`config.mk`:
```
export PLATFORM = sky130hd
export DESIGN_NAME = verificador_tiro
export DESIGN_NICKNAME = d
export VERILOG_FILES = /design/src/rtl/verificador_tiro.sv
export SDC_FILE = /design/constraint.sdc
export NUM_CORES = 1
export LEC_CHECK = 0
export BUFFER_PORTS_ARGS = -buffer_cell sky130_fd_sc_hd__buf_4
export CORE_MARGIN = 5
export CORE_UTILIZATION = 45
export CTS_CLUSTER_SIZE = 10
export DETAILED_ROUTE_END_ITERATION = 10
export SYNTH_ARGS = -nofsm -noshare
export SYNTH_HDL_FRONTEND = slang
export SYNTH_SLANG_ARGS = --single-unit
```
`constraint.sdc`:
```
create_clock -name clk -period 6.46 [get_ports clk]
set_input_delay 0.646 -clock clk [delete_from_list [all_inputs] [get_ports clk]]
set_output_delay 0.646 -clock clk [all_outputs]
set_load 0.05 [all_outputs]
```
`src/rtl/verificador_tiro.sv`:
```
// Shot verifier for a two-player battleship board.
// Each player owns a 9x9 piece map and a hit map. Pieces are placed while IDLE.
// A rising edge on ready starts one shot check, and the verdict holds until ready drops.
module verificador_tiro (
    input  logic       clk,
    input  logic       reset,
    input  logic       enable,
    input  logic       place_valid,
    input  logic       place_player,
    input  logic [3:0] place_x,
    input  logic [3:0] place_y,
    input  logic       ready,
    input  logic       jogador,
    input  logic [3:0] coord_tiroX,
    input  logic [3:0] coord_tiroY,
    output logic       acertou_tiro,
    output logic [3:0] qtd_P1,
    output logic [3:0] qtd_P2,
    output logic       done,
    output logic       invalid
);

    typedef enum logic [1:0] {IDLE, CHECK, HOLD} state_t;

    state_t            state, state_nx;
    logic              ready_q;
    logic [3:0]        shot_x, shot_y;
    logic              shot_p;
    logic [1:0][80:0]  piece_map;
    logic [1:0][80:0]  hit_map;
    logic [1:0][3:0]   qtd;

    logic              rise;
    logic              shot_ok, shot_hit, tgt;
    logic [6:0]        shot_idx, place_idx;
    logic              place_ok;
    logic              do_latch, do_place, do_check, do_release;

    assign qtd_P1 = qtd[0];
    assign qtd_P2 = qtd[1];

    function automatic logic in_range(input logic [3:0] v);
        return (v >= 4'd1) && (v <= 4'd9);
    endfunction

    // Linear cell index (y-1)*9 + (x-1); only meaningful for in-range coordinates
    function automatic logic [6:0] cell_idx(input logic [3:0] x, input logic [3:0] y);
        logic [6:0] yy, xx;
        yy = {3'b000, y} - 7'd1;
        xx = {3'b000, x} - 7'd1;
        return 7'(yy * 7'd9) + xx;
    endfunction

    // Shot and placement qualification. Player 0 shoots board 1 and player 1 shoots board 0.
    always_comb begin
        rise      = ready & ~ready_q;
        tgt       = ~shot_p;
        shot_ok   = in_range(shot_x) && in_range(shot_y);
        shot_idx  = cell_idx(shot_x, shot_y);
        shot_hit  = 1'b0;
        if (shot_ok)
            shot_hit = piece_map[tgt][shot_idx] & ~hit_map[tgt][shot_idx];
        place_idx = cell_idx(place_x, place_y);
        place_ok  = 1'b0;
        if (place_valid && in_range(place_x) && in_range(place_y))
            place_ok = ~piece_map[place_player][place_idx] && (qtd[place_player] != 4'd15);
    end

    // Next-state logic and one-cycle action strobes. A shot edge takes priority over a placement.
    always_comb begin
        state_nx   = state;
        do_latch   = 1'b0;
        do_place   = 1'b0;
        do_check   = 1'b0;
        do_release = 1'b0;
        case (state)
            IDLE: begin
                if (rise) begin
                    state_nx = CHECK;
                    do_latch = 1'b1;
                end else if (place_ok) begin
                    do_place = 1'b1;
                end
            end
            CHECK: begin
                state_nx = HOLD;
                do_check = 1'b1;
            end
            HOLD: begin
                if (!ready) begin
                    state_nx   = IDLE;
                    do_release = 1'b1;
                end
            end
            default: state_nx = IDLE;
        endcase
    end

    // State register. The FSM is frozen while enable is low.
    always_ff @(posedge clk or negedge reset) begin
        if (!reset)
            state <= IDLE;
        else if (enable)
            state <= state_nx;
    end

    // Datapath: maps, counters, latched shot and registered verdict outputs
    always_ff @(posedge clk or negedge reset) begin
        if (!reset) begin
            ready_q      <= 1'b0;
            shot_x       <= '0;
            shot_y       <= '0;
            shot_p       <= 1'b0;
            piece_map    <= '0;
            hit_map      <= '0;
            qtd          <= '0;
            acertou_tiro <= 1'b0;
            done         <= 1'b0;
            invalid      <= 1'b0;
        end else if (enable) begin
            ready_q <= ready;
            done    <= do_check;
            invalid <= do_check & ~shot_ok;
            if (do_latch) begin
                shot_x <= coord_tiroX;
                shot_y <= coord_tiroY;
                shot_p <= jogador;
            end
            if (do_place) begin
                piece_map[place_player][place_idx] <= 1'b1;
                qtd[place_player]                  <= qtd[place_player] + 4'd1;
            end
            if (do_check) begin
                acertou_tiro <= shot_hit;
                if (shot_hit) begin
                    hit_map[tgt][shot_idx] <= 1'b1;
                    if (qtd[tgt] != 4'd0)
                        qtd[tgt] <= qtd[tgt] - 4'd1;
                end
            end
            if (do_release)
                acertou_tiro <= 1'b0;
        end
    end

endmodule
```
==> Word level (Yosys, flattened, before mapping) <==
Index checks and enable logic that the tools add are counted.
{ "word_totals": {"regBits": 347, "word_cells": 125} }
{ "classes": {"n_lt_le_gt_ge": 16, "addsub": 8, "muxes": 50, "bitwise_logic": 10, "reduce_logical": 20, "mul": 2, "eq_ne": 5} }
{ "op_table": {"columns": ["cell", "n"], "rows": [
  ["$mux 81", 8],
  ["$or 162x162->162", 2],
  ["$demux 81 s1", 2],
  ["$mux 8", 5],
  ["$mux 4", 6],
  ["$bmux 1 s7", 3],
  ["$sub 4x1->5 const B", 4],
  ["$mux 1", 17],
  ["$bwmux 8", 2],
  ["$ge 4x1->1 const B", 4],
  ["$le 4x4->1 const B", 4],
  ["$lt 7x8->1 const B", 2],
  ["$add 7x7->7", 2],
  ["$demux 1 s7", 2],
  ["$ge 7x1->1 const B", 2],
  ["$mul 5x5->7 const B", 2],
  ["$logic_and 1x1->1", 12],
  ["$demux 4 s1", 2],
  ["$pmux 2 s3", 1],
  ["$reduce_and 2->1", 3],
  ["$reduce_and 3->1", 2],
  ["$not 1->1", 5],
  ["$add 4x1->4 const B", 1],
  ["$lt 1x2->1 const B", 2],
  ["11 further kinds", 16]
]} }

==> Logic depth before layout (Yosys ltp) <==
Gate-level depths: netlist of run 1.
{ "depth": {"depth_word": 17, "ltp_mapped": 19, "depth_no_buf": 18} }

==> Least setup slack after synthesis of run 1 <==
Ideal clock, no wire load.
{ "synth_path": {"path_kind": "in2reg", "from": "input place_y[1]", "to": "register piece_map[46] (netlist name)", "cell_stages": 17, "slack_ps": 1681, "setup_ps": 66, "arrival_ps": 4713, "path_cell_list": "or4_1 > nand2_1 > ha_1 > ha_1 > ha_1 > inv_1 > fa_1 > xor2_2 > o21ai_0 > o41a_1 > a21oi_1 > a2bb2oi_1 > or3_1 > buf_6 > nor3_4 > buf_6 > a21o_1"} }
{ "synth_between": {"elab_chain_len": 12} }
{ "synth_rtl": {"columns": ["item", "line", "text"], "rows": [
  ["start: declaration", "11", "input logic [3:0] place_y,"],
  ["$sub 4x1->5", "49", "yy = {3'b000, y} - 7'd1;"],
  ["$mul 5x5->7", "51", "return 7'(yy * 7'd9) + xx;"],
  ["$add 7x7->7", "51", null],
  ["$bmux 1 s7", "66", "place_ok = ~piece_map[place_player][place_idx] && (qtd[place_player] != 4'd15);"],
  ["$mux 1 (implied by the code)", "66", null],
  ["$not 1->1", "66", null],
  ["$logic_and 1x1->1", "66", null],
  ["$mux 1", "65", "if (place_valid && in_range(place_x) && in_range(place_y))"],
  ["$mux 1", "81", "end else if (place_ok) begin"],
  ["$mux 1", "78", "if (rise) begin"],
  ["$mux 1", "76", "case (state)"],
  ["$reduce_and 2->1 (no source line)", null, null],
  ["end signal: assignment", "114", "piece_map <= '0;"],
  ["end signal: indexed assignment", "130", "piece_map[place_player][place_idx] <= 1'b1;"],
  ["end: declaration", "29", "logic [1:0][80:0] piece_map;"]
]} }
Parallel ways exist; a longest one is shown, timed or not. The select of a mux whose other input is x is not followed.
A chain may end at the register's enable or synchronous reset.

==> Worst setup path after layout of run 1 <==
{ "layout_path": {"from": "register shot_y[0]", "to": "register qtd (netlist bit qtd_P2[3])"} }
{ "layout_between": {"elab_chain_len": 10} }
{ "layout_rtl": {"columns": ["item", "line", "text"], "rows": [
  ["start: declaration", "27", "logic [3:0] shot_x, shot_y;"],
  ["start signal: assignment", "126", "shot_y <= coord_tiroY;"],
  ["$sub 4x1->5", "49", null],
  ["$mul 5x5->7", "51", null],
  ["$add 7x7->7", "51", null],
  ["$bmux 1 s7", "62", "shot_hit = piece_map[tgt][shot_idx] & ~hit_map[tgt][shot_idx];"],
  ["$mux 1 (implied by the code)", "62", null],
  ["$not 1->1", "62", null],
  ["$and 1x1->1", "62", null],
  ["$mux 1 (*)", "61", "if (shot_ok)"],
  ["$mux 8 (*)", "135", "if (shot_hit) begin"],
  ["$mux 8 (*)", "133", "if (do_check) begin"],
  ["end signal: indexed assignment", "131", "qtd[place_player] <= qtd[place_player] + 4'd1;"],
  ["end signal: indexed assignment", "138", "qtd[tgt] <= qtd[tgt] - 4'd1;"],
  ["end: declaration", "31", "logic [1:0][3:0] qtd;"]
]} }
Mark *: on every way between the ends. The rest lies on a longest branch, timed or not. The select of a mux whose other input is x is not followed.

==> flow_summary.json, run 1 <==
{
  "status": "completed",
  "portBuffers": 33,
  "final_common_cell": "dfrtp_1",
  "ios": 34,
  "dpl.hpwl_um": 39700,
  "final_antenna_net_count": 0,
  "cp-end-kind": "register",
  "grt_pass1_vias": 13700,
  "cts.sinks": 347,
  "synth_top_area_cell": "dfrtp_1",
  "hold_viol_final": 0,
  "cp_data_required_time_ns": 6.89,
  "worst_pin_slew_ns": 1.15,
  "ys_ff_latch": 347,
  "fin_area_mm2": 0.0196,
  "synth_edf_count": 0,
  "start_kind": "register",
  "die_h_um": 208,
  "ys_seq_area_share_pct": 49.4,
  "ys.flop_type": "dfrtp_1",
  "critPathKind": "register to register",
  "grt_pass1_wl_um": 88500,
  "post-route-min-period_ns": 5.55,
  "stdcell_count": 2121,
  "synthArstFlopShare_pct": 100,
  "fp.dieW_um": 208,
  "arrival_ns": 5.98,
  "setup_tns_ns": 0,
  "n_antenna_cell": 0,
  "fmax_ghz": 0.180,
  "yosys_warnings": 0,
  "drive_gt1_share_pct": 13.1,
  "final_max_slew_viol_count": 0,
  "reg2regPathDepth": 15,
  "htreeDepth": 2,
  "path_max_fanout": 23,
  "drt_iter0_markers": 1223,
  "ys_top_cells_by_area": "dfrtp_1 49%, o21bai_1 7.1%, a21o_1 5.9%",
  "rsz0062_at_grt": "false",
  "r2r_start": "shot_y[0]",
  "syn_avg_cell_area_um2": 11.3,
  "wl_um": 59000,
  "dp_cells": 2064,
  "track_usage_pct": 26.7,
  "setup_viol": 0,
  "cts_repair_resize_count": 0,
  "area_growth_syn_to_layout_pct": 11.6,
  "core_area_mm2": 0.0386,
  "cap_violations": 0,
  "worst_hold_slack_ns": 0.131,
  "relSlewSlack_pct": 23.2,
  "hold_class": "primary input to async pin",
  "gp_congestion": 0.957,
  "r2r_slack_ns": 0.91,
  "vias": 13500,
  "initial_core_util_pct": 45.4,
  "drc": 0,
  "mostFrequentLayoutCells": "346 x dfrtp_1, 166 x o21bai_1, 138 x a21o_1",
  "tritoncts": "done",
  "firstDrtPassIters": 5,
  "cts_hold_buf": 0,
  "die_area_mm2": 0.0431,
  "fin_nets": 1659,
  "synth_cell_types": 95,
  "cts_buffer_depth": 3,
  "clkLatencyLatePin_ns": 0.55,
  "reg2reg_to": "qtd_P2[3]",
  "postCtsSetupBuffers": 0,
  "grt_max_degree": 174,
  "antenna_found_initial": 2,
  "wl_per_cell_um": 27.8,
  "ctsRootBufferMaster": "clkbuf_16",
  "placed_cell_area_mm2": 0.0184,
  "clk_pin_slew_ns": 0.06,
  "viasPerCell": 6.37,
  "netlist.area_leader.share_pct": 49.4,
  "row_count": 72,
  "syn_nets": 1623,
  "grt_overflow": 0,
  "cts_inserted_buffers": 42,
  "period_share_pct": 85.9,
  "netlist_instances": 1554,
  "synthesis.area_mm2": 0.0176,
  "fin_worst_skew_ns": 0.0265
}
==> worst max-delay path, stage by stage, from the launching register on <==
cell      delay, ns
dfrtp_1        0.41
inv_1          0.15
ha_1           0.22
xor2_1         0.26
ha_1           0.28
ha_1           0.29
ha_1           0.72
and3b_1        0.88
o21ai_0        0.25
o22ai_1        0.17
a211oi_1       0.09
a311o_1        0.44
and4bb_1       0.27
or3_4          0.46
a221o_1        0.35
o21a_1         0.17
==> cells by family (layout without fill, tap and decap cells) <==
kind of cell               count (synthesis)  after routing  share of synthesized area, %
AOI/OAI and AO/OA                        547            547                          23.3
DFF                                      347            347                          49.4
and+or+nand+nor                          304            304                          9.63
buffers and inverters                    185            234                          4.94
muxes                                    101            101                          7.91
adders and majority gates                 46             46                          3.53
xor gates and xnor gates                  24             24                          1.24
==> synth_stat cells, types with 6 or more instances <==
| library cell | instances |
|---|---|
| inv_1 | 101 |
| nand2b_1 | 25 |
| xnor2_1 | 13 |
| nor3b_1 | 14 |
| nand3_1 | 7 |
| a21oi_1 | 28 |
| o221ai_1 | 8 |
| nand2_1 | 110 |
| mux2i_1 | 63 |
| a21o_1 | 138 |
| nor3_1 | 12 |
| mux2_2 | 9 |
| clkbuf_1 | 29 |
| and2_1 | 6 |
| o21bai_1 | 166 |
| buf_4 | 12 |
| nand3b_1 | 7 |
| xor2_1 | 10 |
| a22o_1 | 7 |
| o21ai_0 | 46 |
| ha_1 | 40 |
| o31ai_1 | 21 |
| a31o_2 | 7 |
| mux4_2 | 28 |
| a31oi_1 | 9 |
| o22ai_1 | 17 |
| fa_1 | 6 |
| and3_1 | 8 |
| buf_2 | 29 |
| nor2_1 | 42 |
| nor2b_1 | 19 |
| dfrtp_1 | 347 |
| a22oi_1 | 14 |
| o32ai_1 | 22 |
| buf_6 | 7 |
==> metal layers <==
metal | share of wire (%) | up-vias | GRT usage [%]
met5 | 0.020 | - | 0
met4 | 5.0 | 2 | 11.7
met3 | 7.6 | 168 | 4.94
met2 | 46 | 643 | 42.1
met1 | 42 | 6947 | 36.5
li1 | - | 5747 | -
==> worst max-delay path by stage <==
stage / start / endpoint / cells past startpoint
floorplan: place_y[1] / piece_map[46] / 17
global placement: place_y[0] / piece_map[8] / 19
detailed placement: place_y[0] / piece_map[9] / 19
CTS: shot_y[0] / qtd_P2[3] / 14
global route: shot_y[0] / hit_map[6] / 15
finish: shot_y[0] / qtd_P2[3] / 15
==> final cells by class <==
type | count | area (um^2)
repair buffers | 76 | 603
clock inverters | 2 | 13.8
flip-flops and latches | 347 | 8690
fillers | 3452 | 19100
clock buffers | 55 | 1200
well taps | 518 | 648
multi-input cells | 1022 | 8060
inverters | 101 | 379
==> stage by stage <==
step                util [%]  setup slack (ns)
floorplan                  -              1.68
global placement        47.5             0.742
detailed placement      47.5             0.587
CTS                     50.7             0.978
global route            50.7             0.615
finish                  50.7             0.909
==> sequential cells by signal, summed over array words and instances (netlist names) <==
signal	count
acertou_tiro	1
qtd_P1	4
qtd_P2	4
done	1
ready_q	1
invalid	1
shot_x	4
shot_p	1
piece_map	162
shot_y	4
hit_map	162
state	2
Power of run 1 is not shown: default switching activity piles up to over one toggle a cycle in this logic, so the estimate is an artifact.
==> run 2, diff against run 1 <==
--- a/config.mk
+++ b/config.mk
@@ -8,6 +8,7 @@
 export BUFFER_PORTS_ARGS = -buffer_cell sky130_fd_sc_hd__buf_4
 export CORE_MARGIN = 5
 export CORE_UTILIZATION = 45
+export CTS_BUF_LIST = sky130_fd_sc_hd__clkbuf_8
 export CTS_CLUSTER_SIZE = 10
 export DETAILED_ROUTE_END_ITERATION = 10
 export SYNTH_ARGS = -nofsm -noshare
==> run 2 against run 1 <==
The flow now finishes with violations (hold timing). Global-route usage up 0.14 points. Sequential share of layout area down 0.17 points. Worst setup slack worse by 0.024 ns. Die area did not move. Maximum frequency is 0.43% lower. Largest cell class unchanged. Critical path depth is the same. Register-to-register slack worse by 0.02 ns. Via count increased by 0.75%. Design area is 0.39% higher. Highest routed layer is now met4. First-iteration DRC count fell by 4.1%. Flip-flop and latch count unchanged. Count of clock-buffer cells in the layout is 22 higher.
==> flow_summary.json, run 2 (synthesis gave the netlist of run 1 again) <==
{
  "status": "complete, but fails checks",
  "violations": "hold timing",
  "place_worst_setup_slack_ns": 0.587,
  "fin_nets": 1676,
  "final_antenna_net_count": 0,
  "ctsRootBufferMaster": "clkbuf_8",
  "antenna_found_initial": 1,
  "setup_viol": 0,
  "cp-end-kind": "register",
  "grt_pass1_vias": 13900,
  "cts_hold_buf": 0,
  "rsz0062_at_grt": "false",
  "path_max_fanout": 23,
  "dp_cells": 2064,
  "setup_tns_ns": 0,
  "hold_class": "primary input to async pin",
  "cts_repair_resize_count": 0,
  "row_count": 72,
  "arrival_ns": 6.14,
  "worst_pin_slew_ns": 1.17,
  "mostFrequentLayoutCells": "346 x dfrtp_1, 166 x o21bai_1, 138 x a21o_1",
  "gp_congestion": 0.957,
  "period_share_pct": 86.3,
  "tritoncts": "done",
  "fin_worst_skew_ns": 0.0346,
  "grt_overflow": 0,
  "cts_inserted_buffers": 59,
  "portBuffers": 33,
  "grt_max_degree": 174,
  "die_area_mm2": 0.0431,
  "stdcell_count": 2176,
  "final_max_slew_viol_count": 0,
  "grt_pass1_wl_um": 88700,
  "cts.sinks": 347,
  "worst_hold_slack_ns": -0.0000639,
  "vias": 13600,
  "fin_area_mm2": 0.0197,
  "track_usage_pct": 26.9,
  "htreeDepth": 2,
  "wl_um": 58800,
  "area_growth_syn_to_layout_pct": 12.0,
  "die_h_um": 208,
  "cap_violations": 0,
  "nFillCells": 3495,
  "postCtsSetupBuffers": 0,
  "relSlewSlack_pct": 21.2,
  "cts_buffer_depth": 3,
  "drc": 0,
  "hold_viol_final": 1,
  "post-route-min-period_ns": 5.57,
  "fmax_ghz": 0.179,
  "drive_gt1_share_pct": 15.3,
  "cp_data_required_time_ns": 7.03,
  "reg_top3": "hit_map (162), piece_map (162)",
  "final_common_cell": "dfrtp_1",
  "start_kind": "register",
  "fp.dieW_um": 208,
  "initial_core_util_pct": 45.4,
  "clkLatencyLatePin_ns": 0.68,
  "setup_ws_ns": 0.885,
  "core_area_mm2": 0.0386,
  "critPathKind": "register to register",
  "wl_per_cell_um": 27.0,
  "placed_cell_area_mm2": 0.0184,
  "dpl.hpwl_um": 39700,
  "drt_iter0_markers": 1173,
  "viasPerCell": 6.25,
  "firstDrtPassIters": 7,
  "ios": 34,
  "clk_pin_slew_ns": 0.07
}
[run 2: layout make-up]
cell class | instances | area (um^2) | area share [%]
Sequential cell | 347 | 8690 | 44.2
Multi-Input combinational cell | 1022 | 8060 | 41.0
Clock buffer | 77 | 1060 | 5.39
Tap cell | 518 | 648 | 3.30
Timing Repair Buffer | 76 | 603 | 3.07
Inverter | 101 | 379 | 1.93
Clock inverter | 34 | 231 | 1.18
Antenna cell | 1 | 2.50 | 0.0127
[run 2: final timing paths]
| check | start | end | slack (ns) | depth (start not counted) |
|---|---|---|---|---|
| worst max register to register | shot_y[0] | qtd_P2[3] | 0.89 | 15 |
| worst min-delay path | reset | shot_y[0] | -0.00006 | 1 |
| worst max-delay path | shot_y[0] | qtd_P2[3] | 0.89 | 15 |
| min in group clk | coord_tiroX[1] | shot_x[1] | 0.20 | 3 |
| worst min register to register | hit_map[142] | hit_map[142] | 0.47 | 1 |
| max in group asynchronous | reset | piece_map[146] | 4.98 | 2 |
[run 2: per-layer routing]
| layer | share of wire (%) | GRT usage [%] | vias to the layer above |
|---|---|---|---|
| li1 | - | - | 5805 |
| met1 | 41 | 36.2 | 6999 |
| met2 | 46 | 42.1 | 628 |
| met3 | 8.1 | 5.32 | 176 |
| met4 | 5.1 | 12.7 | 0 |
| met5 | 0 | 0 | - |
[run 2: metrics by stage]
stage               utilization (%)  hold WS [ns]
finish                         50.9    -0.0000639
global route                   50.9        0.0726
CTS                            50.9        0.0357
detailed placement             47.5         0.451
global placement               47.5         0.442
floorplan                         -         0.350
[run 2: critical path, stage by stage (launching register included)]
cell	delay, ns
dfrtp_1	0.41
inv_1	0.15
ha_1	0.21
xor2_1	0.25
ha_1	0.28
ha_1	0.29
ha_1	0.73
and3b_1	0.89
o21ai_0	0.30
o22ai_1	0.28
nor2_1	0.09
a41oi_1	0.31
and4bb_1	0.29
or3_4	0.46
a221o_1	0.35
o21a_1	0.17
Power of run 2 is left out for the same reason.
